File: src/rtl/ndp_buf_pkg.sv
// Shared definitions for the NDP buffer family.
//   rd_state_e : read-side output register state (OUT_EMPTY, OUT_VALID)
//   clog2_w()  : ceil(log2(n)), never below 1, for pointer/count/lane widths
package ndp_buf_pkg;

  typedef enum logic [0:0] {
    OUT_EMPTY = 1'b0,
    OUT_VALID = 1'b1
  } rd_state_e;

  function automatic int clog2_w(input int n);
    int r;
    r = 0;
    while ((1 << r) < n) r++;
    if (r == 0) r = 1;
    return r;
  endfunction

endpackage

File: src/rtl/asym_fifo_mem.sv
// Simple dual-port single-clock storage array for asym_width_fifo.
// Registered write, combinational read address. Contents are not reset.
// Ports:
//   clk      : clock, rising edge
//   i_we     : write enable
//   i_waddr  : write address
//   i_wdata  : write data (WIDTH bits)
//   i_raddr  : read address
//   o_rdata  : read data, combinational from i_raddr
module asym_fifo_mem #(
  parameter int WIDTH = 64,
  parameter int DEPTH = 8,
  parameter int AW    = 3
) (
  input  logic             clk,
  input  logic             i_we,
  input  logic [AW-1:0]    i_waddr,
  input  logic [WIDTH-1:0] i_wdata,
  input  logic [AW-1:0]    i_raddr,
  output logic [WIDTH-1:0] o_rdata
);

  logic [WIDTH-1:0] r_mem [DEPTH];

  always_ff @(posedge clk) begin
    if (i_we) r_mem[i_waddr] <= i_wdata;
  end

  assign o_rdata = r_mem[i_raddr];

endmodule

File: src/rtl/asym_width_fifo.sv
// Single-clock asymmetric-width FIFO: narrow words are packed into wide words
// (first accepted word in lane 0 / LSBs), stored, and drained through a
// first-word-fall-through output register with valid/ready handshaking.
//
// Optional feature macro: ASYM_FIFO_FLUSH_EN
//   defined   : wr_last on an accepted word commits the partial assembly,
//               upper lanes zero-filled
//   undefined : wr_last ignored, only complete wide words are committed
//
// Ports:
//   clk      : clock, rising edge
//   rst      : asynchronous active-high reset
//   wr_valid : narrow word offered
//   wr_ready : narrow word accepted (count != DEPTH)
//   wr_data  : narrow word, W_WIDTH bits
//   wr_last  : flush marker (only effective with ASYM_FIFO_FLUSH_EN)
//   rd_valid : wide word present on rd_data
//   rd_ready : consumer takes the word
//   rd_data  : wide word, W_WIDTH*RATIO bits, lane 0 in LSBs
//   count    : wide words held (storage plus output register)
//
// Read FSM:
//   state     | meaning
//   OUT_EMPTY | output register holds nothing; load when storage non-empty
//   OUT_VALID | output register holds a word; reload on pop if storage non-empty
module asym_width_fifo
  import ndp_buf_pkg::*;
#(
  parameter int W_WIDTH = 32,
  parameter int RATIO   = 2,
  parameter int DEPTH   = 8
) (
  input  logic                         clk,
  input  logic                         rst,
  input  logic                         wr_valid,
  output logic                         wr_ready,
  input  logic [W_WIDTH-1:0]           wr_data,
  input  logic                         wr_last,
  output logic                         rd_valid,
  input  logic                         rd_ready,
  output logic [W_WIDTH*RATIO-1:0]     rd_data,
  output logic [$clog2(DEPTH+1)-1:0]   count
);

  localparam int R_WIDTH = W_WIDTH * RATIO;
  localparam int PW      = clog2_w(DEPTH);
  localparam int CW      = $clog2(DEPTH + 1);
  localparam int LW      = clog2_w(RATIO);

  rd_state_e          r_state, w_state_nxt;
  logic [LW-1:0]      r_lane;
  logic [R_WIDTH-1:0] r_asm, w_asm_word;
  logic [PW-1:0]      r_wptr, r_rptr;
  logic [CW-1:0]      r_count;
  logic [R_WIDTH-1:0] r_rd_data, w_mem_rdata;
  logic               w_wr_fire, w_last_lane, w_commit;
  logic               w_pop, w_rd_valid, w_store_ne, w_load;

  assign wr_ready   = (r_count != CW'(DEPTH));
  assign w_rd_valid = (r_state == OUT_VALID);
  assign rd_valid   = w_rd_valid;
  assign rd_data    = r_rd_data;
  assign count      = r_count;

  assign w_wr_fire   = wr_valid && wr_ready;
  assign w_last_lane = (r_lane == LW'(RATIO - 1));
  assign w_pop       = w_rd_valid && rd_ready;

`ifdef ASYM_FIFO_FLUSH_EN
  assign w_commit = w_wr_fire && (w_last_lane || wr_last);
`else
  logic w_unused_last;
  assign w_unused_last = wr_last;
  assign w_commit      = w_wr_fire && w_last_lane;
`endif

  // Storage occupancy is count minus the word parked in the output register.
  assign w_store_ne = w_rd_valid ? (r_count > CW'(1)) : (r_count != '0);
  assign w_load     = w_store_ne && (!w_rd_valid || w_pop);

  // r_asm only ever holds lanes below r_lane and is cleared on each commit,
  // so a flushed word has its upper lanes zero without extra masking.
  always_comb begin
    w_asm_word = r_asm;
    for (int i = 0; i < RATIO; i++) begin
      if (r_lane == LW'(i)) w_asm_word[i*W_WIDTH +: W_WIDTH] = wr_data;
    end
  end

  always_comb begin
    w_state_nxt = r_state;
    case (r_state)
      OUT_EMPTY: if (w_store_ne)           w_state_nxt = OUT_VALID;
      OUT_VALID: if (w_pop && !w_store_ne) w_state_nxt = OUT_EMPTY;
      default:                             w_state_nxt = OUT_EMPTY;
    endcase
  end

  always_ff @(posedge clk or posedge rst) begin
    if (rst) begin
      r_lane <= '0;
      r_asm  <= '0;
      r_wptr <= '0;
    end else if (w_commit) begin
      r_lane <= '0;
      r_asm  <= '0;
      r_wptr <= r_wptr + PW'(1);
    end else if (w_wr_fire) begin
      r_lane <= r_lane + LW'(1);
      r_asm  <= w_asm_word;
    end
  end

  always_ff @(posedge clk or posedge rst) begin
    if (rst) begin
      r_state   <= OUT_EMPTY;
      r_rptr    <= '0;
      r_rd_data <= '0;
    end else begin
      r_state <= w_state_nxt;
      if (w_load) begin
        r_rd_data <= w_mem_rdata;
        r_rptr    <= r_rptr + PW'(1);
      end
    end
  end

  always_ff @(posedge clk or posedge rst) begin
    if (rst) begin
      r_count <= '0;
    end else begin
      case ({w_commit, w_pop})
        2'b10:   r_count <= r_count + CW'(1);
        2'b01:   r_count <= r_count - CW'(1);
        default: r_count <= r_count;
      endcase
    end
  end

  asym_fifo_mem #(
    .WIDTH (R_WIDTH),
    .DEPTH (DEPTH),
    .AW    (PW)
  ) u_mem (
    .clk     (clk),
    .i_we    (w_commit),
    .i_waddr (r_wptr),
    .i_wdata (w_asm_word),
    .i_raddr (r_rptr),
    .o_rdata (w_mem_rdata)
  );

endmodule

File: config.mk
export PLATFORM = sky130hd
export DESIGN_NAME = asym_width_fifo
export DESIGN_NICKNAME = d
export VERILOG_FILES = /design/src/rtl/ndp_buf_pkg.sv /design/src/rtl/asym_fifo_mem.sv /design/src/rtl/asym_width_fifo.sv
export SDC_FILE = /design/constraint.sdc
export NUM_CORES = 1
export LEC_CHECK = 0
export CORE_MARGIN = 2
export CORE_UTILIZATION = 58
export DETAILED_ROUTE_END_ITERATION = 8
export MAX_ROUTING_LAYER = met4
export PLACE_DENSITY = 0.77
export REMOVE_ABC_BUFFERS = 1
export SLEW_MARGIN = 20
export SYNTH_ARGS = -nofsm -noshare
export SYNTH_HDL_FRONTEND = slang
export SYNTH_SLANG_ARGS = --single-unit
File: constraint.sdc
create_clock -name clk -period 9.3 [get_ports clk]
set_input_delay 1.86 -clock clk [delete_from_list [all_inputs] [get_ports clk]]
set_output_delay 1.86 -clock clk [all_outputs]
set_load 0.01 [all_outputs]
After elaboration in Yosys (flattened, before gate mapping)
Memories as Yosys holds them, arrays and structs flattened. A register that Yosys moved wholly into a read port is not among the register bits.
Cells that the tools add are included.

storage, ports and cells
  flip-flop bits (word level) = 76
  memories = 1
  bits in read-only memories = 0
  output and inout port bits = 70
  latch bits = 0
  logic and storage cells = 41
  bits in writable memories = 512
  bits of input ports = 37

operators by class
  bitwise gates (word level) = 1
  reductions and logical operators = 11
  multipliers = 0
  order comparisons = 1
  divide/modulo/power cells = 0
  shift operators = 0
  add/subtract/negate cells = 5
  equal/unequal tests = 3
  mux-type cells = 13

memories
  name         words  width  read ports  clocked after memory_dff  wr ports  line                 text
  u_mem.r_mem  8      64     1           1                         1         asym_fifo_mem.sv:23  logic [WIDTH-1:0] r_mem [DEPTH];

operators by type and width
  kind                   number
  $mux W64               2
  $mux W32               2
  $pmux W4 S2            1
  $mux W1                7
  $add A3 B1 Y3 const B  2
  $logic_and A1 B1 Y1    5
  $add A4 B1 Y4 const B  1
  $gt A4 B1 Y1 const B   1
  $ne A4 B4 Y1 const B   1
  $reduce_bool A2 Y1     2
  $reduce_bool A4 Y1     1
  $sub A4 B1 Y4 const B  1
  $eq A2 B1 Y1 const B   1
  $eq A2 B2 Y1 const B   1
  $logic_not A1 Y1       2
  $pmux W1 S2            1
  $add A1 B1 Y1 const B  1
  $logic_or A1 B1 Y1     1
  $not A1 Y1             1

Depth between registers and ports, before layout
  depth after elaboration = 6
  gate-level depth with buffers = 11
  gate-level depth less buffers = 9

By module
Synthesis repeated with hierarchy kept, for this count alone.

second synthesis, totals
  cell total of the unflattened synthesis = 1,180
  area, all modules = 25,460.7 um^2

by module, submodules not included
  module           area each (um^2)  seq. area each (um^2)  times used  cells an instance
  asym_fifo_mem    19,266.0          15,374.7               1           752
  asym_width_fifo  6,194.7           3,503.4                1           428

Worst setup path after synthesis
Ideal clock, no wire load.

  kind = input to register
  from = in wr_valid
  to = mem u_mem.r_mem[2][0], enable pin
  data arrival time = 8.769 ns
  slack = -0.136 ns
  required time = 8.633 ns
  stages = 4
  buffers on the path = 1
  setup time = 0.667 ns
  cell sequence = and3_4 -> inv_2 -> buf_6 -> nor4b_1

between the ends
  longest elaborated chain between the ends = 4

RTL lines
  item                           line                   text
  start: declaration             asym_width_fifo.sv:35  input logic wr_valid,
  $logic_and A1 B1 Y1            asym_width_fifo.sv:65  assign w_wr_fire = wr_valid && wr_ready;
  $logic_and A1 B1 Y1            asym_width_fifo.sv:74  assign w_commit = w_wr_fire && w_last_lane;
  $mux W1                        asym_fifo_mem.sv:26    if (i_we) r_mem[i_waddr] <= i_wdata;
  $mux W1 (implied by the code)  asym_fifo_mem.sv:26
  end: declaration               asym_fifo_mem.sv:23

No other way between the ends.

Worst setup path after layout
  from = in wr_valid
  to = mem u_mem.r_mem[0][14], enable pin

Same word-level chain as after synthesis.

==> results.toml <==
[routing]
detail_route.wl_per_cell_um = 21.8
routed_wl_um = 51100
first_pass_iters = 5
drc = 0
num_vias = 13465
drt_iter0_drc = 1094
drtAntennaViolNets = 0
drt-vias-per-instance = 5.76

[final_layout]
fin_area_sq_mm = 0.0291
nNetsFinal = 1743
syn2layout_area_growth_pct = 14.1
nFillCells = 2932
drive_above_1_share = 0.0993
layout_common_cells = "edfxtp_1 (512), mux2i_1 (257), nand2_1 (232)"
final_common_cell = "edfxtp_1"

[setup_path]
worstSetupEndpointType = "flip-flop"
crit_type = "in2reg"
critPathLaunchType = "input pin"
required_ns = 9.53
critical_path_arrival_ns = 4.52
cp_max_fo = 47

[clocking]
cts-hold-fix-buffers = 0
cts_tree = "done"
cts.sinks = 652
cts_resized = 0
postCtsSetupBuffers = 0
path_clk_slew_ns = 0.06
cts.root.buffer_cell = "clkbuf_16"
worstSkewPairLatency_ns = 0.61
cts_buffers = 61
max-clock-path-buffers = 3
htreeDepth = 2

[place]
port_buffers = 105
gp_congestion = 0.685
dp_hpwl_um = 25200
dpl_cell_area_sq_mm = 0.0270
place_ws_ns = 4.35

[job]
cap_violations = 0

[pwr]
ir_worst_vdd_v = 0.000299
power.leakage_nw = 11.1
power.density_mw_per_mm2 = 327

[logic_synthesis]
ys_seq_area_frac = 0.741
ys_warn_count = 0
synth_cell_types = 35
async_reset_ff_frac = 0.215
synth_edf_count = 512
syn_area_sq_mm = 0.0255
synthFlopType = "edfxtp_1"
synthCells = 1602
syn_area_per_cell_sq_um = 15.9
synth_seq_cells = 652

[sta]
slew_violations = 0
fmax_ghz = 0.233
finalSetupViolCount = 0
timing.final.crit_share = 0.462
worst_pin_slew_ns = 1.15
final_hold_viol_count = 0
period_minus_slack_ns = 4.29
setup_ws_ns = 5.01
fin_skew_ns = 0.0145
relSlewSlack = 0.234
rsz0062_at_grt = "false"

[global_route]
grt_pass1_wl_um = 78000
overflow = 0
antenna_found_initial = 1
grt_pass1_vias = 13772
grt_use_total = 0.237
grt_max_degree = 143

[floorplan]
dieArea_sq_mm = 0.0456
fp.dieW_um = 214
die_y_um = 214
initial_core_util = 0.590
io_pins = 107
row_count = 76
core_sq_mm = 0.0432

[outcome]
status = "finished clean"

[min_path]
min-delay-path-class = "reg2reg"
-- state kept, by name (all words and copies together), names as in the netlist --
register     count
u_mem.r_mem    512
r_asm           64
rd_data         64
count            4
r_rptr           3
r_wptr           3
r_lane           1
rd_valid         1
-- logic make-up (layout without fill, tap and decap cells) --
family	Yosys count	in the layout	share of synthesized area
and+or+nand+nor	319	319	0.0560
DFF	652	652	0.741
other	0	2	0
AOI/OAI and AO/OA	228	228	0.0577
xor gates and xnor gates	9	9	0.00309
adders and majority gates	6	6	0.00295
muxes	290	290	0.116
buffers and inverters	98	248	0.0236
-- where the power goes --
part | total (W) | switching [W] | internal, W
Combinational | 0.00279 | 0.00167 | 0.00112
Clock | 0.00255 | 0.00106 | 0.00150
Sequential | 0.00416 | 0.000295 | 0.00387
Total | 0.00951 | 0.00303 | 0.00648
-- through the flow --
stage	hold slack, ns	std cells	setup TNS (ns)	total power [W]	util
2_1_floorplan	0.449	1509	-23.22	0.00644	-
3_3_place_gp	0.460	2221	0	0.00691	0.624
3_5_place_dp	0.467	2221	0	0.00702	0.624
4_1_cts	0.482	2336	0	0.00957	0.673
5_1_grt	0.494	2338	0	0.00997	0.673
6_report	0.475	2339	0	0.00951	0.673
-- cell type report --
class	count	area (sq um)	area share
Antenna cell	2	5.00	0.000172
Multi-Input combinational cell	852	6090	0.209
Tap cell	585	732	0.0252
Sequential cell	652	18900	0.650
Timing Repair Buffer	128	1240	0.0427
Inverter	5	23.8	0.000818
Clock buffer	85	1730	0.0594
Clock inverter	30	369	0.0127
-- layer usage --
| metal | GRT usage | routed length [um] | vias up | part of all wire |
|---|---|---|---|---|
| li1 | - | - | 6208 | - |
| met1 | 0.305 | 21700 | 6821 | 0.42 |
| met2 | 0.398 | 25900 | 359 | 0.51 |
| met3 | 0.0313 | 2560 | 77 | 0.050 |
| met4 | 0.0687 | 983 | 0 | 0.019 |
| met5 | - | 0 | - | 0 |
-- final timing paths --
check                                                to  cells after the start  slack, ns                    start
hold reg to reg                 rd_data[48]$_DFFE_PP0P_                      2       0.48  rd_data[48]$_DFFE_PP0P_
hold / removal                  rd_data[48]$_DFFE_PP0P_                      2       0.48  rd_data[48]$_DFFE_PP0P_
min in group asynchronous         r_asm[41]$_DFFE_PP0P_                      2       1.81                      rst
setup / recovery           u_mem.r_mem[0][14]$_DFFE_PP_                      5       5.01                 wr_valid
max in group asynchronous            r_lane$_DFFE_PP0P_                      3       6.01                      rst
setup reg to reg           u_mem.r_mem[0][14]$_DFFE_PP_                      7       5.84     count[0]$_DFFE_PP0P_
-- worst max-delay path, stage by stage --
cell and delay [ns]:
clkdlybuf4s50_1 0.52, and3_4 0.23, inv_2 0.42, nor4_4 0.63, buf_4 0.79
-- synthesized netlist by cell type (all sizes together) (6+ instances only) --
master / n / area (sq um)
buf: 66 / 472
edfxtp: 512 / 15400
and2: 34 / 213
ha: 6 / 75.1
o21ai: 97 / 485
dfrtp: 140 / 3500
nand2: 233 / 875
xnor2: 6 / 52.6
mux2: 33 / 372
nand2b: 33 / 206
mux2i: 257 / 2570
a22oi: 128 / 961
clkbuf: 27 / 110
No activity file was read; power rests on OpenSTA's default activity.
